File: src/rtl/ssp_xfer_arbiter.sv
// ssp_xfer_arbiter: round-robin sharing of one SSP core among NREQ clients.
// Each granted client gets one full-duplex byte exchange: a write strobe into
// the SSP transmit FIFO, a bounded wait for receive data, a read strobe, then
// a one-cycle done pulse carrying the received byte or a timeout error.
`timescale 1ns/1ps
module ssp_xfer_arbiter #(
  parameter int NREQ    = 4,
  parameter int TIMEOUT = 1023
) (
  input  logic              PCLK,
  input  logic              CLEAR,
  input  logic [NREQ-1:0]   req,
  input  logic [8*NREQ-1:0] wdata,
  output logic [NREQ-1:0]   gnt,
  output logic [NREQ-1:0]   done,
  output logic              err,
  output logic [7:0]        rdata,
  output logic              PSEL,
  output logic              PWRITE,
  output logic [7:0]        PWDATA,
  input  logic [7:0]        PRDATA,
  input  logic              SSP_TXFULL,
  input  logic              SSP_RXEMPTY
);

  localparam int IW = (NREQ > 1) ? $clog2(NREQ) : 1;
  localparam int CW = $clog2(TIMEOUT + 1);

  // Counter value whose increment makes it reach TIMEOUT.
  localparam logic [CW-1:0]   CNT_LAST = CW'(TIMEOUT - 1);
  localparam logic [IW-1:0]   IDX_LAST = IW'(NREQ - 1);
  localparam logic [NREQ-1:0] GNT_LSB  = {{(NREQ-1){1'b0}}, 1'b1};

  typedef enum logic [2:0] {
    ST_IDLE    = 3'd0,
    ST_WRITE   = 3'd1,
    ST_WAIT_RX = 3'd2,
    ST_READ    = 3'd3,
    ST_CAPTURE = 3'd4,
    ST_DONE    = 3'd5
  } state_t;

  state_t         state_r;
  logic [IW-1:0]  rr_r;
  logic [IW-1:0]  gidx_r;
  logic [CW-1:0]  cnt_r;

  logic           pick_vld_s;
  logic [IW-1:0]  pick_idx_s;
  logic [IW-1:0]  scan_s;

  // Cyclic search for the first requester at or after the rr pointer; scanning
  // from the far end lets the nearest hit overwrite the others.
  always_comb begin
    pick_vld_s = 1'b0;
    pick_idx_s = {IW{1'b0}};
    scan_s     = {IW{1'b0}};
    for (int k = NREQ - 1; k >= 0; k--) begin
      scan_s = IW'((int'(rr_r) + k) % NREQ);
      if (req[scan_s]) begin
        pick_vld_s = 1'b1;
        pick_idx_s = scan_s;
      end else begin
        pick_vld_s = pick_vld_s;
        pick_idx_s = pick_idx_s;
      end
    end
  end

  // Transfer sequencer with all outputs registered; strobes and done default
  // low so each is a single-cycle pulse.
  always_ff @(posedge PCLK) begin
    if (CLEAR) begin
      state_r <= ST_IDLE;
      rr_r    <= {IW{1'b0}};
      gidx_r  <= {IW{1'b0}};
      cnt_r   <= {CW{1'b0}};
      gnt     <= {NREQ{1'b0}};
      done    <= {NREQ{1'b0}};
      err     <= 1'b0;
      rdata   <= 8'h00;
      PSEL    <= 1'b0;
      PWRITE  <= 1'b0;
      PWDATA  <= 8'h00;
    end else begin
      done   <= {NREQ{1'b0}};
      PSEL   <= 1'b0;
      PWRITE <= 1'b0;
      case (state_r)
        ST_IDLE: begin
          if (pick_vld_s) begin
            gnt     <= GNT_LSB << pick_idx_s;
            gidx_r  <= pick_idx_s;
            PWDATA  <= wdata[8*pick_idx_s +: 8];
            state_r <= ST_WRITE;
          end else begin
            state_r <= ST_IDLE;
          end
        end
        ST_WRITE: begin
          // Transmit FIFO backpressure may stall here indefinitely.
          if (!SSP_TXFULL) begin
            PSEL    <= 1'b1;
            PWRITE  <= 1'b1;
            cnt_r   <= {CW{1'b0}};
            state_r <= ST_WAIT_RX;
          end else begin
            state_r <= ST_WRITE;
          end
        end
        ST_WAIT_RX: begin
          // Receive data is checked first so it wins over a same-cycle timeout.
          if (!SSP_RXEMPTY) begin
            state_r <= ST_READ;
          end else if (cnt_r == CNT_LAST) begin
            cnt_r   <= cnt_r + 1'b1;
            err     <= 1'b1;
            rdata   <= 8'h00;
            state_r <= ST_DONE;
          end else begin
            cnt_r   <= cnt_r + 1'b1;
          end
        end
        ST_READ: begin
          PSEL    <= 1'b1;
          PWRITE  <= 1'b0;
          state_r <= ST_CAPTURE;
        end
        ST_CAPTURE: begin
          rdata   <= PRDATA;
          err     <= 1'b0;
          state_r <= ST_DONE;
        end
        ST_DONE: begin
          done    <= GNT_LSB << gidx_r;
          gnt     <= {NREQ{1'b0}};
          rr_r    <= (gidx_r == IDX_LAST) ? {IW{1'b0}} : (gidx_r + 1'b1);
          state_r <= ST_IDLE;
        end
        default: begin
          gnt     <= {NREQ{1'b0}};
          state_r <= ST_IDLE;
        end
      endcase
    end
  end

endmodule

File: config.mk
export PLATFORM = sky130hd
export DESIGN_NAME = ssp_xfer_arbiter
export DESIGN_NICKNAME = d
export VERILOG_FILES = /design/src/rtl/ssp_xfer_arbiter.sv
export SDC_FILE = /design/constraint.sdc
export NUM_CORES = 1
export LEC_CHECK = 0
export ABC_AREA = 1
export CAP_MARGIN = 20
export CORE_AREA = 2 2 71 73
export DETAILED_ROUTE_END_ITERATION = 16
export DIE_AREA = 0 0 73 75
export DONT_BUFFER_PORTS = 1
export HOLD_SLACK_MARGIN = 0.05
export PLACE_DENSITY_LB_ADDON = 0.08
export SLEW_MARGIN = 20
export SYNTH_ARGS = -nofsm -noshare
export SYNTH_HDL_FRONTEND = slang
export SYNTH_SLANG_ARGS = --single-unit
File: constraint.sdc
create_clock -name PCLK -period 1.65 [get_ports PCLK]
set_input_delay 0.2475 -clock PCLK [delete_from_list [all_inputs] [get_ports PCLK]]
set_output_delay 0.2475 -clock PCLK [all_outputs]
set_load 0.005 [all_outputs]
==> flow_metrics.tcl <==
set metrics [dict create \
    drv_cap 0 \
    syn-instance-count 345 \
    finalHoldViolCount 0 \
    cp_max_fo 7 \
    htree_levels 2 \
    yosys_register_bits 44 \
    outcome "complete, but fails checks" \
    syn_to_final_growth_pct 26.6 \
    grt_max_degree 26 \
    port_buffers 0 \
    rr_worst_depth 16 \
    remaining_drc_errors 0 \
    fin_util 0.624 \
    path_class "register to register" \
    regToRegEndpoint "PWDATA[0]" \
    power_density_mw_per_mm2 1090 \
    yosys_warnings 0 \
    hold_depth 2 \
    yosysSeqAreaShare 0.384 \
    core_mm2 0.00466 \
    path_delay_family "simple AND/OR/NAND/NOR gates" \
    grt_pass1_wl_um 9090 \
    clock-skew-final_ps 12.8 \
    crit_arrival_ps 1980 \
    synthTopCellsByArea "dfxtp_1 38%, nand2_1 15%, nand3_1 8.5%, inv_1 7.0%, nor2_1 5.6%" \
    critPathRequiredTime_ps 1880 \
    worstMarginPinSlew_ps 787 \
    crit_slowest_cell "dfxtp_2" \
    post-route-period-util 1.06 \
    setup_ws_ps -99.4 \
    final.setup.tns_ps -756 \
    place_hpwl_um 3870 \
    vias 2261 \
    detail_route.wl_per_cell_um 13.2 \
    drive_above_1_share 0.243 \
    crit_chain "buf_6, inv_6, nand2_2, nand2_4, nand2_2, nand2_4, nor2_4, nor2_4, nand2_4, nand2_8, clkbuf_16, nor2_4, nand2_1, nand2_1, nor2_1, nor2_1" \
    n_antenna_cell 0 \
    synthMuxAreaShare 0 \
    cts_buffers 5 \
    initial_core_util 0.493 \
    clk_latency_ps 300 \
    wl_um 5670 \
    synth_top_family_by_area "simple AND/OR/NAND/NOR gates" \
    hold_class "input port to register" \
    syn-cell-area_mm2 0.00230 \
    max_stage_delay_ps 350 \
    seqCellArea_um2 890 \
    fin_area_mm2 0.00291 \
    overflow 0 \
    dieArea_mm2 0.00548 \
    die_w_um 73 \
    total_power_w 0.00317 \
    report.final.slew_viol_count 0 \
    p_leak_nw 1.32 \
    cp-start-kind "register" \
    hp-start "PRDATA[1]" \
    syn_nets 396 \
    firstDrtPassIters 4 \
    synth_simple_gate_area_frac 0.382 \
    drt_iter0_markers 113 \
    via_per_inst 5.27 \
    cts.clk_slew.worst_paths_ps 90 \
    grt_pass1_vias 2062 \
    synth_top_cell_by_area "dfxtp_1" \
    max_freq_ghz 0.572 \
    setup_viol 10 \
    gp_congestion 0.841 \
    antenna_found_initial 0 \
    synthXorXnorAreaFrac 0 \
    synth_area_per_cell_um2 6.65 \
    reg2reg_slack_ps -100 \
    die_h_um 75 \
    ys_types 32 \
    cts.sinks 44 \
    fillers 456 \
    max-vdd-ir-drop_mv 0.697 \
    max_slew_margin 0.474 \
    synth_top_area_share 0.384 \
    path_buf_inv 3 \
    synth_adder_area_share 0.0163 \
    worstSetupEndpointType "register" \
    nets 425 \
    grt_usage 0.211 \
    cts_tree "done" \
    postRouteAntennaNets 0 \
    multi_input_area_mm2 0.00135 \
    pin_count 75 \
    root_buffer "clkbuf_8" \
    hold-path-endpoint "rdata[1]" \
    violations "negative setup slack" \
    reg2reg_from "rr_r[0]" \
    rsz0062_at_grt "true" \
    rows 25 \
    clk_path_buf_depth 2 \
    finalCriticalPeriod_ps 1750 \
    placed_area_mm2 0.00249 \
    synth_compound_area_frac 0.113 \
]
logic make-up after synthesis:
logic type,after synthesis
and+or+nand+nor,193
DFF,44
adders and majority gates,3
buffers and inverters,57
AOI/OAI and AO/OA,48
worst max-delay path by stage:
stage                  from   endpoint  slack [ps]  cells after the start
finish              rr_r[0]  PWDATA[0]        -100                     16
global route        rr_r[0]  PWDATA[4]        -210                     16
CTS                 rr_r[0]  PWDATA[6]         -50                     16
detailed placement  rr_r[0]  PWDATA[7]        -110                     13
global placement    rr_r[0]  PWDATA[2]         -70                     13
floorplan           rr_r[0]  PWDATA[1]          50                     16
per-stage QoR:
stage               hold WS [ps]  instances  setup WS, ps
floorplan                    349        345          49.2
global placement             324        413         -72.8
detailed placement           326        413          -109
CTS                        -3.53        425         -54.8
global route                81.0        429          -213
finish                      84.6        429         -99.4
sequential cells by signal, indices dropped and copies added (netlist names):
| name | count |
|---|---|
| PWRITE | 1 |
| cnt_r | 10 |
| PWDATA | 8 |
| done | 4 |
| rr_r | 2 |
| state_r | 3 |
| PSEL | 1 |
| gnt | 4 |
| gidx_r | 2 |
| err | 1 |
| rdata | 8 |
cells in the final DEF, fill, tap and decap left out, types with 7 or more instances in the layout:
| master | synthesis | final |
|---|---|---|
| a21oi_1 | 24 | 24 |
| buf_4 | 2 | 22 |
| dfxtp_1 | 44 | 39 |
| inv_1 | 43 | 41 |
| nand2_1 | 91 | 76 |
| nand2_2 | 11 | 15 |
| nand2_4 | 1 | 11 |
| nand3_1 | 39 | 34 |
| nor2_1 | 34 | 30 |
| o21ai_0 | 8 | 7 |
| o21ai_1 | 8 | 9 |
synth_stat cells, drive strengths merged:
| library cell | n |
|---|---|
| clkinv | 2 |
| inv | 46 |
| nor2 | 37 |
| nand4 | 2 |
| or2 | 2 |
| nand2 | 103 |
| o32ai | 1 |
| nand3 | 41 |
| and3 | 1 |
| dfxtp | 44 |
| a21oi | 24 |
| a31oi | 1 |
| a211oi | 6 |
| clkbuf | 4 |
| buf | 5 |
| nor4 | 1 |
| nor3 | 5 |
| ha | 3 |
| nand3b | 1 |
| o21ai | 16 |
cell type report:
class                           count  share of cell area
Tap cell                           54              0.0232
Clock buffer                        5              0.0237
Sequential cell                    44               0.306
Timing Repair Buffer               30              0.0998
Inverter                           48              0.0663
Clock inverter                      3              0.0164
Multi-Input combinational cell    245               0.465
worst reg2reg max path: stages (launching register included):
cell	delay, ps
dfxtp_2	350
buf_6	110
inv_6	50
nand2_2	70
nand2_4	60
nand2_2	80
nand2_4	50
nor2_4	140
nor2_4	50
nand2_4	90
nand2_8	80
clkbuf_16	170
nor2_4	160
nand2_1	70
nand2_1	60
nor2_1	40
nor2_1	70
repair_timing:
item / CTS / global route
cloned: 2 / 1
setup endpoints to repair: 13 / 31
resized for setup: 17 / 40
pin swaps: 3 / 16
setup buffers: 0 / 2
hold buffers: 2 / 1
hold endpoints to repair: 23 / 21
metal layers:
metal	GRT usage	wire length [um]	up-vias
met5	0	0	-
met4	0.0556	47	0
met3	0.0482	361	5
met2	0.341	2660	62
met1	0.285	2600	1036
li1	-	-	1158
where the power goes:
group	leakage [nW]	switching, W	internal (W)
Clock	0.0583	0.000392	0.000456
Combinational	0.899	0.000595	0.000432
Sequential	0.361	0.000111	0.00119
Power figures use the tool's default switching activity.
